### src/rtl/sub_pkg.sv
// Shared types and default geometry for the chunked ripple-borrow subtractor.
// NCHUNK and IDX_W describe the default build. The top derives its own values from its parameters.
package sub_pkg;

    localparam int DEF_WIDTH = 32;
    localparam int DEF_CHUNK = 8;
    localparam int NCHUNK    = DEF_WIDTH / DEF_CHUNK;
    localparam int IDX_W     = $clog2(NCHUNK);

    typedef enum logic [1:0] {
        IDLE = 2'd0,
        RUN  = 2'd1,
        DONE = 2'd2
    } state_t;

endpackage

### src/rtl/ripple_borrow_chunk.sv
// Combinational CHUNK-bit ripple-borrow subtractor built from per-bit full subtractors.
// msb_bin is the borrow into the top bit, so the caller can derive signed overflow.
module ripple_borrow_chunk #(
    parameter int CHUNK = 8
) (
    input  logic [CHUNK-1:0] a,
    input  logic [CHUNK-1:0] b,
    input  logic             bin,
    output logic [CHUNK-1:0] diff,
    output logic             bout,
    output logic             msb_bin
);

    logic [CHUNK:0] br;

    assign br[0] = bin;

    for (genvar i = 0; i < CHUNK; i++) begin : g_bit
        assign diff[i]  = a[i] ^ b[i] ^ br[i];
        assign br[i+1]  = (~a[i] & b[i]) | (~(a[i] ^ b[i]) & br[i]);
    end

    assign bout    = br[CHUNK];
    assign msb_bin = br[CHUNK-1];

endmodule

### src/rtl/ripple_borrow_subtractor_seq.sv
// Multi-cycle subtractor: diff = a - b - bin, one CHUNK-bit slice per cycle, LSB slice first.
// Valid/ready on both sides: a transfer happens on a rising edge where valid and ready are both 1.
module ripple_borrow_subtractor_seq
    import sub_pkg::*;
#(
    parameter int WIDTH = DEF_WIDTH,
    parameter int CHUNK = DEF_CHUNK
) (
    input  logic             clk,
    input  logic             rst_n,
    input  logic             in_valid,
    output logic             in_ready,
    input  logic [WIDTH-1:0] a,
    input  logic [WIDTH-1:0] b,
    input  logic             bin,
    output logic             out_valid,
    input  logic             out_ready,
    output logic [WIDTH-1:0] diff,
    output logic             bout,
    output logic             ovf
);

    localparam int NCH = WIDTH / CHUNK;
    localparam int IW  = $clog2(NCH);
    localparam logic [IW-1:0] LAST_IDX = IW'(NCH - 1);

    state_t           state_q, state_d;
    logic [IW-1:0]    idx_q, idx_d;
    logic [WIDTH-1:0] a_q, a_d;
    logic [WIDTH-1:0] b_q, b_d;
    logic             borrow_q, borrow_d;
    logic [WIDTH-1:0] shadow_q, shadow_d;
    logic [WIDTH-1:0] diff_q, diff_d;
    logic             bout_q, bout_d;
    logic             ovf_q, ovf_d;

    logic [CHUNK-1:0] a_chunk, b_chunk, d_chunk;
    logic             c_bout, c_msb_bin;
    logic             accept;

    assign a_chunk = a_q[idx_q*CHUNK +: CHUNK];
    assign b_chunk = b_q[idx_q*CHUNK +: CHUNK];

    ripple_borrow_chunk #(.CHUNK(CHUNK)) u_chunk (
        .a       (a_chunk),
        .b       (b_chunk),
        .bin     (borrow_q),
        .diff    (d_chunk),
        .bout    (c_bout),
        .msb_bin (c_msb_bin)
    );

    // DONE passes out_ready through to in_ready, so a result hand-off and a new capture share one edge.
    assign in_ready  = (state_q == IDLE) || ((state_q == DONE) && out_ready);
    assign accept    = in_valid && in_ready;
    assign out_valid = (state_q == DONE);
    assign diff      = diff_q;
    assign bout      = bout_q;
    assign ovf       = ovf_q;

    always_comb begin
        state_d  = state_q;
        idx_d    = idx_q;
        a_d      = a_q;
        b_d      = b_q;
        borrow_d = borrow_q;
        shadow_d = shadow_q;
        diff_d   = diff_q;
        bout_d   = bout_q;
        ovf_d    = ovf_q;

        case (state_q)
            RUN: begin
                // Partial slices collect in the shadow so diff never shows a mix of old and new results.
                shadow_d[idx_q*CHUNK +: CHUNK] = d_chunk;
                borrow_d = c_bout;
                idx_d    = idx_q + 1'b1;
                if (idx_q == LAST_IDX) begin
                    diff_d  = shadow_d;
                    bout_d  = c_bout;
                    ovf_d   = c_msb_bin ^ c_bout;
                    idx_d   = '0;
                    state_d = DONE;
                end
            end
            DONE: begin
                if (out_ready && !accept) begin
                    state_d = IDLE;
                end
            end
            default: ;
        endcase

        if (accept) begin
            a_d      = a;
            b_d      = b;
            borrow_d = bin;
            idx_d    = '0;
            state_d  = RUN;
        end
    end

    always_ff @(posedge clk or negedge rst_n) begin
        if (!rst_n) begin
            state_q  <= IDLE;
            idx_q    <= '0;
            a_q      <= '0;
            b_q      <= '0;
            borrow_q <= 1'b0;
            shadow_q <= '0;
            diff_q   <= '0;
            bout_q   <= 1'b0;
            ovf_q    <= 1'b0;
        end else begin
            state_q  <= state_d;
            idx_q    <= idx_d;
            a_q      <= a_d;
            b_q      <= b_d;
            borrow_q <= borrow_d;
            shadow_q <= shadow_d;
            diff_q   <= diff_d;
            bout_q   <= bout_d;
            ovf_q    <= ovf_d;
        end
    end

endmodule

### config.mk
export PLATFORM = sky130hd
export DESIGN_NAME = ripple_borrow_subtractor_seq
export DESIGN_NICKNAME = d
export VERILOG_FILES = /design/src/rtl/sub_pkg.sv /design/src/rtl/ripple_borrow_chunk.sv /design/src/rtl/ripple_borrow_subtractor_seq.sv
export SDC_FILE = /design/constraint.sdc
export NUM_CORES = 1
export LEC_CHECK = 0
export ABC_AREA = 1
export CORE_ASPECT_RATIO = 1.2
export CORE_MARGIN = 3
export CORE_UTILIZATION = 60
export CTS_BUF_LIST = sky130_fd_sc_hd__clkbuf_2 sky130_fd_sc_hd__clkbuf_4 sky130_fd_sc_hd__clkbuf_8
export CTS_CLUSTER_DIAMETER = 50
export DETAILED_ROUTE_END_ITERATION = 8
export GPL_TIMING_DRIVEN = 0
export HOLD_SLACK_MARGIN = 0.08
export PLACE_DENSITY = 0.93
export SLEW_MARGIN = 20
export SYNTH_ARGS = -nofsm -noshare
export SYNTH_HDL_FRONTEND = slang
export SYNTH_SLANG_ARGS = --single-unit
### constraint.sdc
create_clock -name clk -period 7 [get_ports clk]
set_clock_uncertainty 0.15 [all_clocks]
set_input_delay 2.1 -clock clk [delete_from_list [all_inputs] [get_ports clk]]
set_output_delay 2.1 -clock clk [all_outputs]
set_load 0.1 [all_outputs]
Word-level counts from Yosys, hierarchy flattened
Cells that the tools add are included.
{"block": "op_classes", "n_addsub": 2, "n_eq_ne": 5, "n_shift": 4, "n_mux": 10, "bitwise": 57, "n_reduce_logical": 10}
{"cell": "$shiftx 32x6->8", "count": 2}
{"cell": "$neg 5->34", "count": 1}
{"cell": "$shift 8x34->32 const A", "count": 1}
{"cell": "$shiftx 8x34->32", "count": 1}
{"cell": "$bwmux 32", "count": 1}
{"cell": "$xor 1x1->1", "count": 17}
{"cell": "$and 1x1->1", "count": 16}
{"cell": "$not 1->1", "count": 16}
{"cell": "$mux 2", "count": 6}
{"cell": "$or 1x1->1", "count": 8}
{"cell": "$eq 2x2->1 const B", "count": 2}
{"cell": "$pmux 2 s2", "count": 1}
{"cell": "$logic_and 1x1->1", "count": 3}
{"cell": "$ne 3x1->1 const B", "count": 1}
{"cell": "$ne 3x3->1 const B", "count": 1}
{"cell": "$reduce_and 3->1", "count": 1}
{"cell": "$reduce_bool 3->1", "count": 1}
{"cell": "$add 2x1->2 const B", "count": 1}
{"cell": "$eq 2x1->1 const B", "count": 1}
{"cell": "$logic_not 2->1", "count": 1}
{"cell": "$mux 1", "count": 2}
{"cell": "$reduce_and 2->1", "count": 1}
{"cell": "$reduce_bool 2->1", "count": 1}
{"cell": "$logic_not 1->1", "count": 1}
{"cell": "$logic_or 1x1->1", "count": 1}
{"block": "totals", "regBits": 135, "inputBits": 69, "out_inout_bits": 36, "wordCells": 97}

Logic depth before layout (Yosys ltp)
{"block": "logic_depth", "ltp_word": 21, "depth_mapped": 21, "depth_no_buf": 19}

Modules after synthesis
From an unflattened synthesis, not the netlist that was laid out.
{"block": "hier_totals", "cells_unflattened": 841, "hier_area_um2": 6610.1}
{"module": "ripple_borrow_subtractor_seq", "instances": 1, "cells_per_inst": 815, "area_per_inst_um2": 6382.4, "seq_area_each_um2": 3378.2}
{"module": "ripple_borrow_chunk", "instances": 1, "cells_per_inst": 26, "area_per_inst_um2": 227.7, "seq_area_each_um2": 0.0}

Worst setup path before layout
OpenSTA, ideal clock, no wires.
{"block": "synth_path", "path_type": "input port to output port", "from": "input out_ready", "to": "output in_ready", "arrival_ps": 3615, "required_ps": 4750, "slack_ps": 1135, "path_stages": 2, "n_path_buf": 0, "cell_sequence": "inv_1 -> a21oi_1"}
{"block": "synth_via", "elab_chain_cells": 2}
{"element": "start: declaration", "line": "ripple_borrow_subtractor_seq.sv:17", "source": "input logic out_ready,"}
{"element": "$logic_and 1x1->1", "line": "ripple_borrow_subtractor_seq.sv:54", "source": "assign in_ready = (state_q == IDLE) || ((state_q == DONE) && out_ready);"}
{"element": "$logic_or 1x1->1", "line": "ripple_borrow_subtractor_seq.sv:54"}
{"element": "end: declaration", "line": "ripple_borrow_subtractor_seq.sv:12", "source": "output logic in_ready,"}
No other way between the ends.

Worst setup path after layout
Same ends and word-level chain as after synthesis.

==> results.sh <==
export IMPL_status="complete, no violations"
export IMPL_synth_mux_area_share_pct=0
export IMPL_clk_pin_slew_ns=0.07
export IMPL_yosys_area_share_simple_pct=34.5
export IMPL_final_common_cell="nand2_1"
export IMPL_worst_slack_ns=0.798
export IMPL_synth_compound_area_share_pct=4.50
export IMPL_synth_area_sq_mm=0.00645
export IMPL_clock_sinks=135
export IMPL_maxSlewHeadroom_pct=33.5
export IMPL_min_path_type="reg -> reg"
export IMPL_fillCellCount=675
export IMPL_max_cap_violations=0
export IMPL_antenna_found_initial=0
export IMPL_p_total_uw=1530
export IMPL_drcViolationCount=0
export IMPL_synthAdderAreaFrac_pct=3.65
export IMPL_synthCells=824
export IMPL_syn_avg_cell_area_sq_um=7.83
export IMPL_multi_input_comb_area_sq_mm=0.00276
export IMPL_end_kind="output port"
export IMPL_fmax_mhz=161
export IMPL_grt_total_usage_pct=29.5
export IMPL_worstPathCellList="clkdlybuf4s50_1, inv_1, a21oi_1, clkdlybuf4s50_1"
export IMPL_grt_pass1_vias=5923
export IMPL_ctsHoldBuffers=0
export IMPL_synth_top_family_by_area="simple AND/OR/NAND/NOR gates"
export IMPL_cts_setup_buffers=0
export IMPL_final_max_slew_viol_count=0
export IMPL_post_cts_resized=0
export IMPL_pre_cts_slack_ns=0.786
export IMPL_core_sq_mm=0.0103
export IMPL_ys_warn_count=0
export IMPL_crit_start="out_ready"
export IMPL_arrival_ns=3.95
export IMPL_clockBufferDepth=2
export IMPL_critPathRequiredTime_ns=4.75
export IMPL_synth_xor_area_share_pct=0.136
export IMPL_first_pass_iters=8
export IMPL_final_cell_mix="nand2_1 (422), dfrtp_1 (135), clkdlybuf4s50_1 (103)"
export IMPL_wl_per_cell_microns=15.4
export IMPL_stdcell_count=1082
export IMPL_ios=105
export IMPL_gp_congestion=0.946
export IMPL_vdd_ir_drop_max_mv=0.181
export IMPL_p_leak_uw=0.00420
export IMPL_crit_family="buffers and inverters"
export IMPL_ys_types=22
export IMPL_io_buffers=104
export IMPL_drtIter0Drc=411
export IMPL_antennaDiodeCount=0
export IMPL_die_y_microns=120
export IMPL_power_density_mw_per_mm2=191
export IMPL_wl_mm=16.7
export IMPL_drive_gt1_share_pct=8.05
export IMPL_initial_core_util_pct=62.9
export IMPL_crit_slowest_cell="clkdlybuf4s50_1"
export IMPL_cpMostUsedCell="clkdlybuf4s50_1"
export IMPL_vias=5997
export IMPL_clockRootBuffer="clkbuf_8"
export IMPL_timing_rr_start="idx_q[1]$_DFFE_PN0P_"
export IMPL_grt_max_degree=104
export IMPL_fin_crit_ns=6.20
export IMPL_fp_row_count=40
export IMPL_register_area_sq_mm=0.00338
export IMPL_die_w_microns=101
export IMPL_ys_seq_area_share_pct=52.4
export IMPL_rsz0062_at_grt="false"
export IMPL_htreeDepth=4
export IMPL_avgViaCountPerCell=5.54
export IMPL_finalCritPeriodShare_pct=88.6
export IMPL_cp_start_kind="input pin"
export IMPL_worstMarginPinSlew_ns=0.995
export IMPL_insertion_delay_ns=0.44
export IMPL_yosysTopAreaCellShare_pct=52.4
export IMPL_ant_nets=0
export IMPL_grt_first_pass_wirelength_mm=27.9
export IMPL_crit_type="in -> out"
export IMPL_cts_tree="yes"
export IMPL_cp_max_fo=3
export IMPL_slowest_delay_ns=1.16
export IMPL_area_growth_pct=24.3
export IMPL_cts_buffers=17
export IMPL_synth_top_cell_by_area="dfrtp_1"
export IMPL_synth_fp_nets=907
export IMPL_grt_ovfl_total=0
export IMPL_die_area_sq_mm=0.0120
export IMPL_ys_ff_latch=135
export IMPL_fin_nets=1031
export IMPL_finalSetupViolations=0
export IMPL_placedCellCount=1055
export IMPL_hold_violations=0
export IMPL_min_from="a_q[20]$_DFFE_PN0P_"
export IMPL_cp_num_buf_inv=3
export IMPL_ys_top_cells_by_area="dfrtp_1 (52%), nand2_1 (25%), nand3_1 (7.9%), o21ai_0 (3.3%), fa_1 (2.5%)"
export IMPL_hpwlAfterDp_mm=12.1
[path summary, 6_finish.rpt]
kind	to	slack (ns)	depth (start not counted)
max	in_ready	0.80	4
min	a_q[20]$_DFFE_PN0P_	0.33	2
max reg2reg	diff[23]$_DFFE_PN0P_	1.42	19
min reg2reg	a_q[20]$_DFFE_PN0P_	0.33	2
max in group asynchronous	b_q[21]$_DFFE_PN0P_	4.57	2
min in group asynchronous	diff[27]$_DFFE_PN0P_	1.35	1
[kinds of logic (layout without fill, tap and decap cells)]
logic type	Yosys count	in the layout
AND/OR/NAND/NOR	553	553
flip-flops	135	135
buffers and inverters	65	197
AO/OA/AOI/OAI	56	56
adder cells (fa/ha/maj)	14	14
XOR/XNOR	1	1
[where the power goes]
part / switching [uW] / total (uW) / internal, uW / leakage (uW)
Clock: 284 / 583 / 299 / 0.000176
Sequential: 11.3 / 810 / 799 / 0.00179
Combinational: 76.2 / 142 / 65.5 / 0.00223
[Yosys cell counts]
master and instances:
nand2_1 422, dfrtp_1 135, nand3_1 102, o21ai_0 42, buf_2 30, nor2_1 24, inv_1 13, buf_4 8
fa_1 8, o22ai_1 8, clkbuf_1 6, ha_1 6, inv_2 5, o21ai_1 5, buf_1 2, nand2_2 2
a21oi_1 1, clkinv_1 1, nand3_2 1, nor2_2 1, nor2_4 1, xor2_1 1
[tightest hold or removal path: cells and delay by family (launching register included)]
kind             cells  cell delay [ns]
AND/OR/NAND/NOR      2             0.10
flip-flops           1             0.34
[layout make-up]
| class | count | area share [%] |
|---|---|---|
| plain buffers | 46 | 3.00 |
| clock buffers | 22 | 3.54 |
| clock inverters | 5 | 0.656 |
| inverters | 19 | 0.890 |
| multi-input cells | 624 | 34.4 |
| flip-flops and latches | 135 | 42.1 |
| well taps | 126 | 1.97 |
| repair buffers | 105 | 13.4 |
[metrics by stage]
step | instance area, sq um | hold WS (ns) | util, % | TNS, ns
3_5_place_dp | 7680 | 0.308 | 74.9 | 0
4_1_cts | 8020 | 0.326 | 78.1 | 0
6_report | 8020 | 0.325 | 78.1 | 0
2_1_floorplan | 6450 | 0.287 | - | 0
3_3_place_gp | 7650 | 0.300 | 74.5 | -194.02
5_1_grt | 8020 | 0.342 | 78.1 | 0
[state kept, by name, indices dropped and copies added (netlist names)]
| signal | flops |
|---|---|
| a_q | 32 |
| b_q | 32 |
| borrow_q | 1 |
| bout | 1 |
| diff | 32 |
| idx_q | 2 |
| ovf | 1 |
| shadow_q | 32 |
| state_q | 2 |
[metal layers]
layer	track usage [%]	vias to the layer above	share of wire, %
li1	-	2852	-
met1	37.4	2797	39
met2	48.1	289	50
met3	5.23	59	6.2
met4	15.3	0	4.7
met5	0	-	0
Power figures use the tool's default switching activity.
